--- src/rtl/seq_div.sv ---
// seq_div: multi-cycle restoring divider, one quotient bit per clock.
//
// Ports:
//   clk       - clock, all state changes on the rising edge
//   rst_a     - synchronous active-high reset, highest priority
//   dividend  - unsigned dividend, captured only on an accepted load
//   divisor   - unsigned divisor, captured only on an accepted load
//   load      - start request, accepted in IDLE or DONE
//   quo       - registered quotient of the last completed operation
//   rem       - registered remainder of the last completed operation
//   ready_out - quo/rem hold a valid result
//   busy      - an iteration sequence is in progress
//   div_zero  - last completed operation had divisor == 0
module seq_div #(
    parameter int DIVIDEND_W = 8,
    parameter int DIVISOR_W  = 4
) (
    input  logic                  clk,
    input  logic                  rst_a,
    input  logic [DIVIDEND_W-1:0] dividend,
    input  logic [DIVISOR_W-1:0]  divisor,
    input  logic                  load,
    output logic [DIVIDEND_W-1:0] quo,
    output logic [DIVISOR_W-1:0]  rem,
    output logic                  ready_out,
    output logic                  busy,
    output logic                  div_zero
);

    localparam int CNT_W = $clog2(DIVIDEND_W) + 1;

    typedef enum logic [1:0] {
        IDLE,
        CALC,
        DONE
    } state_t;

    state_t                  state_q, state_d;
    logic [DIVIDEND_W-1:0]   dvd_q, dvd_d;   // dividend shifts out, quotient shifts in
    logic [DIVISOR_W-1:0]    dvs_q, dvs_d;
    logic [DIVISOR_W:0]      pr_q, pr_d;
    logic [CNT_W-1:0]        cnt_q, cnt_d;
    logic [DIVIDEND_W-1:0]   quo_q, quo_d;
    logic [DIVISOR_W-1:0]    rem_q, rem_d;
    logic                    ready_q, ready_d;
    logic                    busy_q, busy_d;
    logic                    dz_q, dz_d;

    logic [DIVISOR_W:0]      pr_sh;
    logic [DIVISOR_W:0]      pr_nx;
    logic                    q_bit;
    logic [DIVIDEND_W-1:0]   dvd_nx;

    // One restoring step computed from the current registers.
    always_comb begin
        pr_sh  = {pr_q[DIVISOR_W-1:0], dvd_q[DIVIDEND_W-1]};
        q_bit  = (pr_sh >= {1'b0, dvs_q});
        pr_nx  = q_bit ? (pr_sh - {1'b0, dvs_q}) : pr_sh;
        dvd_nx = {dvd_q[DIVIDEND_W-2:0], q_bit};
    end

    always_comb begin
        state_d = state_q;
        dvd_d   = dvd_q;
        dvs_d   = dvs_q;
        pr_d    = pr_q;
        cnt_d   = cnt_q;
        quo_d   = quo_q;
        rem_d   = rem_q;
        ready_d = ready_q;
        busy_d  = busy_q;
        dz_d    = dz_q;
        case (state_q)
            IDLE, DONE: begin
                if (load) begin
                    dvd_d   = dividend;
                    dvs_d   = divisor;
                    pr_d    = '0;
                    cnt_d   = '0;
                    ready_d = 1'b0;
                    dz_d    = 1'b0;
                    busy_d  = 1'b1;
                    state_d = CALC;
                end
            end
            CALC: begin
                if (dvs_q == '0) begin
                    // Zero divisor: single bypass cycle, no iterations.
                    quo_d   = '1;
                    rem_d   = '0;
                    dz_d    = 1'b1;
                    ready_d = 1'b1;
                    busy_d  = 1'b0;
                    state_d = DONE;
                end else begin
                    pr_d  = pr_nx;
                    dvd_d = dvd_nx;
                    cnt_d = cnt_q + CNT_W'(1);
                    if (cnt_q == CNT_W'(DIVIDEND_W - 1)) begin
                        quo_d   = dvd_nx;
                        rem_d   = pr_nx[DIVISOR_W-1:0];
                        ready_d = 1'b1;
                        busy_d  = 1'b0;
                        state_d = DONE;
                    end
                end
            end
            default: state_d = IDLE;
        endcase
    end

    always_ff @(posedge clk) begin
        if (rst_a) begin
            state_q <= IDLE;
            dvd_q   <= '0;
            dvs_q   <= '0;
            pr_q    <= '0;
            cnt_q   <= '0;
            quo_q   <= '0;
            rem_q   <= '0;
            ready_q <= 1'b0;
            busy_q  <= 1'b0;
            dz_q    <= 1'b0;
        end else begin
            state_q <= state_d;
            dvd_q   <= dvd_d;
            dvs_q   <= dvs_d;
            pr_q    <= pr_d;
            cnt_q   <= cnt_d;
            quo_q   <= quo_d;
            rem_q   <= rem_d;
            ready_q <= ready_d;
            busy_q  <= busy_d;
            dz_q    <= dz_d;
        end
    end

    assign quo       = quo_q;
    assign rem       = rem_q;
    assign ready_out = ready_q;
    assign busy      = busy_q;
    assign div_zero  = dz_q;

endmodule

--- config.mk ---
export PLATFORM = sky130hd
export DESIGN_NAME = seq_div
export DESIGN_NICKNAME = d
export VERILOG_FILES = /design/src/rtl/seq_div.sv
export SDC_FILE = /design/constraint.sdc
export NUM_CORES = 1
export LEC_CHECK = 0
export CORE_UTILIZATION = 50
export CTS_CLUSTER_SIZE = 25
export DETAILED_ROUTE_END_ITERATION = 8
export GPL_ROUTABILITY_DRIVEN = 0
export HOLD_SLACK_MARGIN = 0.06
export PLACE_DENSITY = 0.82
export SETUP_SLACK_MARGIN = 0.02
export SLEW_MARGIN = 5
export SYNTH_ARGS = -nofsm -noshare
export SYNTH_HDL_FRONTEND = slang
export SYNTH_SLANG_ARGS = --single-unit
--- constraint.sdc ---
create_clock -name clk -period 2.1 [get_ports clk]
set_input_delay 0.42 -clock clk [delete_from_list [all_inputs] [get_ports clk]]
set_output_delay 0.42 -clock clk [all_outputs]
set_load 0.01 [all_outputs]
After elaboration in Yosys (flattened, before gate mapping)

Index checks and enable logic that the tools add are counted.
Widths: inputs -> output; s select.

$add $sub $neg: 2
Multipliers: 0
Divide/modulo/power cells: 0
$lt $le $gt $ge: 1
Equal/unequal tests: 7
Shifts and indexed selects: 0
Multiplexer cells: 28
Bitwise gates (word level): 0
Reduce and logical (&&, ||, !) cells: 11

Operators by type and width:

| kind                | count |
|---|---|
| $mux 8              | 4 |
| $mux 4              | 7 |
| $pmux 4 s2          | 2 |
| $pmux 8 s2          | 1 |
| $reduce_and 3->1    | 3 |
| $mux 1              | 7 |
| $mux 2              | 3 |
| $ne 2x2->1 const B  | 3 |
| $pmux 1 s2          | 3 |
| $reduce_and 2->1    | 3 |
| $ge 5x4->1          | 1 |
| $add 4x1->4 const B | 1 |
| $eq 4x3->1 const B  | 1 |
| $logic_not 4->1     | 1 |
| $pmux 2 s2          | 1 |
| $reduce_bool 2->1   | 2 |
| $sub 4x4->4         | 1 |
| $ne 3x3->1 const B  | 1 |
| $eq 2x1->1 const B  | 1 |
| $eq 2x2->1 const B  | 1 |
| $logic_not 2->1     | 1 |
| $reduce_or 2->1     | 1 |

Bits in registers: 37
Latch bits: 0
RAM bits: 0
ROM bits: 0
Bits of input ports: 15
Output and inout bits: 15
Word-level logic and storage cells: 59
Memories: 0

Depth between registers and ports, before layout

Word-level depth: 4
Mapped depth: 7

Worst setup path after synthesis

Ideal clock, no wire load.

Kind: reg2reg
Start point: reg dvs_q[2]
End point: reg pr_q[2]
Data arrival time: 1773 ps
Data required time: 1983 ps
Slack: 210 ps
Cell stages (with the launch flop): 8
Path buffers: 0
Period minus slack after synthesis: 1890 ps
Cell sequence: dfxtp_1 -> inv_1 -> ha_1 -> or2_1 -> a21boi_2 -> a31oi_2 -> mux2_4 -> a32o_1

Word-level cells in the longest chain between the ends: 4
Elaborated cells on any way between the ends: 8
Classes of those cells: 1 x add/sub; 1 x order compare; 1 x eq/ne; 3 x mux; 2 x reduce/logical

Ends and longest elaborated chain:

| element                                   | line   | source |
|---|---|---|
| start, declared                           | 40     | `logic [DIVISOR_W-1:0] dvs_q, dvs_d;` |
| start signal, assigned                    | 127    | `dvs_q <= dvs_d;` |
| $sub 4x4->4 or $ge 5x4->1 (tied branches) | 58, 57 |  |
| $mux 4                                    | 58     | `pr_nx = q_bit ? (pr_sh - {1'b0, dvs_q}) : pr_sh;` |
| $mux 4                                    | 87     | `if (dvs_q == '0) begin` |
| $pmux 4 s2                                | 73     | `case (state_q)` |
| end signal, assigned                      | 128    | `pr_q <= pr_d;` |
| end, declared                             | 41     | `logic [DIVISOR_W:0] pr_q, pr_d;` |

Several ways; a longest one is shown, not always the timed one. The select of a mux whose other input is x is not followed.
A chain may end at the register's enable or synchronous reset.

Worst setup path in the final report

Start point: reg dvs_q[2]
End point: reg pr_q[3]

Same word-level chain as after synthesis.

==> flow_summary.json <==
{
  "outcome": "finished clean",
  "dieArea_sq_mm": 0.00355,
  "yosysWarnings": 0,
  "synth_top_area_share_pct": 44.7,
  "fin_crit_sh_pct": 92.8,
  "seqCellArea_sq_um": 743,
  "die_x_um": 59.5,
  "antenna_cells": 0,
  "synthAdderAreaFrac_pct": 4.99,
  "drt_pass1_iterations": 4,
  "p_seq_share_pct": 47.5,
  "die_h_um": 59.5,
  "worstMarginPinSlew_ns": 0.688,
  "antenna_found_initial": 0,
  "clock_power_share_pct": 31.7,
  "yosys.area.top_type": "dfxtp_1",
  "dpl_cell_area_sq_mm": 0.00201,
  "synthSimpleGateAreaFrac_pct": 20.9,
  "holdPathEnd": "rem[1]",
  "fin_skew_ns": 0.00629,
  "cts-root-buf": "clkbuf_4",
  "hp-start": "rem[1]",
  "synthArstFlopShare_pct": 0,
  "synth_top_family_by_area": "simple AND/OR/NAND/NOR gates",
  "leakage_nw": 0.801,
  "finalMaxSlewViolations": 0,
  "hold_viol": 0,
  "tns_ns": 0,
  "power_switching_mw": 0.449,
  "drv_cap": 0,
  "min_period_ns": 1.95,
  "power_density_mw_per_mm2": 782,
  "fmax_mhz": 513,
  "drt-total-wl_mm": 3.63,
  "drive_above_1_share_pct": 12.5,
  "ys_ff_latch": 37,
  "synth_nets": 210,
  "p_comb_share_pct": 20.8,
  "syn2layout_area_growth_pct": 27.7,
  "cts_tree": "done",
  "drt-initial-drc-count": 92,
  "nets": 244,
  "synth_edf_count": 0,
  "worstReg2RegEnd": "pr_q[3]",
  "ys_seq_area_share_pct": 44.7,
  "design_area_sq_mm": 0.00211,
  "avgSynthCellArea_sq_um": 8.76,
  "cts_sinks": 37,
  "synth_xor_area_share_pct": 2.12,
  "p_sw_share_pct": 27.2,
  "reg2regPathDepth": 7,
  "postSynthCellCount": 189,
  "dp.cells": 258,
  "grt_pass1_wl_mm": 5.93,
  "pin_count": 30,
  "synth_cell_types": 41,
  "rsz0062_at_grt": "no",
  "synth-compound-area-share_pct": 20.7,
  "avgViaCountPerCell": 5.51,
  "hpwlAfterDp_mm": 2.63,
  "timing.slew.headroom_pct": 54.1,
  "cp-start-kind": "register",
  "rows": 20,
  "n_fill_cell": 283,
  "vdd_ir_drop_max_mv": 0.434,
  "grt_pass1_vias": 1350,
  "min_path_type": "register to register",
  "netlist_area_sq_mm": 0.00166,
  "grt_max_degree": 32,
  "grt_usage_pct": 22.7,
  "port_buffers": 29,
  "drc_errors": 0,
  "synth-main-ff-cell": "dfxtp_1",
  "finalNonFillerCells": 268,
  "crit_fanout": 4,
  "synth_area_leaders": "dfxtp_1 45%, nor2_1 7.5%, nand2_1 6.3%, a311oi_1 4.2%, ha_1 3.8%",
  "r2r_slack_ns": 0.15,
  "clkSlewWorstSetupHoldPaths_ns": 0.11,
  "multiInputGateArea_sq_um": 842,
  "wl_per_cell_um": 13.6,
  "setup_viol": 0,
  "grt-ovfl-total": 0,
  "holdPathStages": 2,
  "cp.arrival_ns": 2.17,
  "synthMuxAreaShare_pct": 2.12,
  "cts-hold-fix-buffers": 0,
  "path_class": "register to register",
  "cp.required_ns": 2.32,
  "start_util_pct": 53.3,
  "cts_made_buffers": 5,
  "cts_max_level": 2,
  "end_kind": "register",
  "clk_latency_ns": 0.35,
  "vias": 1477,
  "clockBufferDepth": 2,
  "r2r_start": "dvs_q[2]",
  "drt.antenna.violating_nets": 0,
  "coreArea_sq_mm": 0.00310,
  "p_int_mw": 1.20
}
power by group through the flow:
stage	Clock (mW)	Sequential (mW)	Combinational (mW)
final	0.525	0.785	0.344
after global routing	0.567	0.791	0.377
after CTS	0.532	0.784	0.329
after detailed placement	0	0.800	0.327
after global placement	0	0.797	0.318
after floorplan	0	0.800	0.208
cell usage after synthesis, types with 2 or more instances:
library cell and n:
a211oi_1 2, a21oi_1 11, a22o_1 3, a311oi_1 8, a32o_1 2, buf_2 4
clkbuf_1 4, dfxtp_1 37, ha_1 5, inv_1 6, mux2i_1 2, nand2_1 28
nand2b_1 3, nor2_1 33, nor2b_1 2, o21a_1 2, o21ai_0 3, o21ai_1 2
o22ai_1 8, xor2_1 3
sequential cells by signal, summed over array words and instances, names as in the netlist:
register,cells
pr_q,4
state_q,2
rem,4
ready_out,1
dvd_q,8
dvs_q,4
cnt_q,4
busy,1
quo,8
div_zero,1
worst max-delay path by stage:
stage / slack (ns) / to / from / cells past startpoint
after floorplan: 0.21 / pr_q[2] / dvs_q[2] / 7
after global placement: 0.16 / pr_q[2] / dvs_q[2] / 7
after detailed placement: 0.09 / rem[2] / dvs_q[2] / 7
after CTS: 0.08 / pr_q[2] / dvs_q[2] / 7
after global routing: 0.06 / pr_q[2] / dvs_q[1] / 6
final: 0.15 / pr_q[3] / dvs_q[2] / 7
layout by cell type, fill, tap and decap left out, types with 2 or more instances in the layout:
cell             Yosys  routed
o22ai_1              8       8
dfxtp_1             37      35
xor2_1               3       3
o21ai_1              2       2
clkdlybuf4s50_1      0      29
a32o_1               2       2
a22o_1               3       3
inv_1                6       6
a311oi_1             8       8
mux2i_1              2       2
o21ai_0              3       3
a211oi_1             2       2
a21oi_1             11      11
nand2_1             28      28
nor2_1              33      33
ha_1                 5       5
nor2b_1              2       2
buf_4                0       7
o21a_1               2       2
dfxtp_2              0       2
nand2b_1             3       3
clkbuf_4             0       5
critical path, cell delays in order (launching register included):
cell and delay [ns]:
dfxtp_2 0.39, inv_1 0.06, ha_1 0.22, nor2_1 0.23, o21ai_0 0.17, a22o_1 0.24, a221oi_1 0.38, a211oi_1 0.13
logic make-up after synthesis:
logic type,Yosys count
simple gates,76
buf+inv,16
mux,3
xor+xnor,4
compound gates,47
flops,37
fa+ha+maj,6
layer usage:
layer / share of wire [%] / vias up / track usage (%) / wire length (um)
li1: - / 726 / - / -
met1: 42 / 698 / 26.8 / 1520
met2: 50 / 41 / 38.0 / 1830
met3: 5.3 / 12 / 6.11 / 192
met4: 2.6 / 0 / 11.0 / 96
met5: 0 / - / 0 / 0
timing repair:
item                                   in CTS  in global routing
endpoints found under the hold margin       0                  0
setup buffers                               0                  2
gates resized for setup                     0                  2
setup endpoints to repair                   0                  5
area by class of cell:
type,count,area share (%)
timing repair buffer,37,17.2
inverter,6,1.07
multi-input combinational,136,39.8
clock buffer,6,2.43
clock inverter,2,1.78
tap,44,2.60
sequential,37,35.1
per-stage QoR:
| stage | setup WS (ns) | hold WS [ns] | utilization (%) | total power [mW] |
|---|---|---|---|---|
| 6_report | 0.152 | 0.453 | 68.1 | 1.65 |
| 4_1_cts | 0.0796 | 0.462 | 67.6 | 1.65 |
| 3_3_place_gp | 0.157 | 0.435 | 64.7 | 1.12 |
| 2_1_floorplan | 0.210 | 0.449 | - | 1.01 |
| 3_5_place_dp | 0.0892 | 0.447 | 64.7 | 1.13 |
| 5_1_grt | 0.0597 | 0.492 | 68.1 | 1.74 |
No activity file was read; power rests on OpenSTA's default activity.
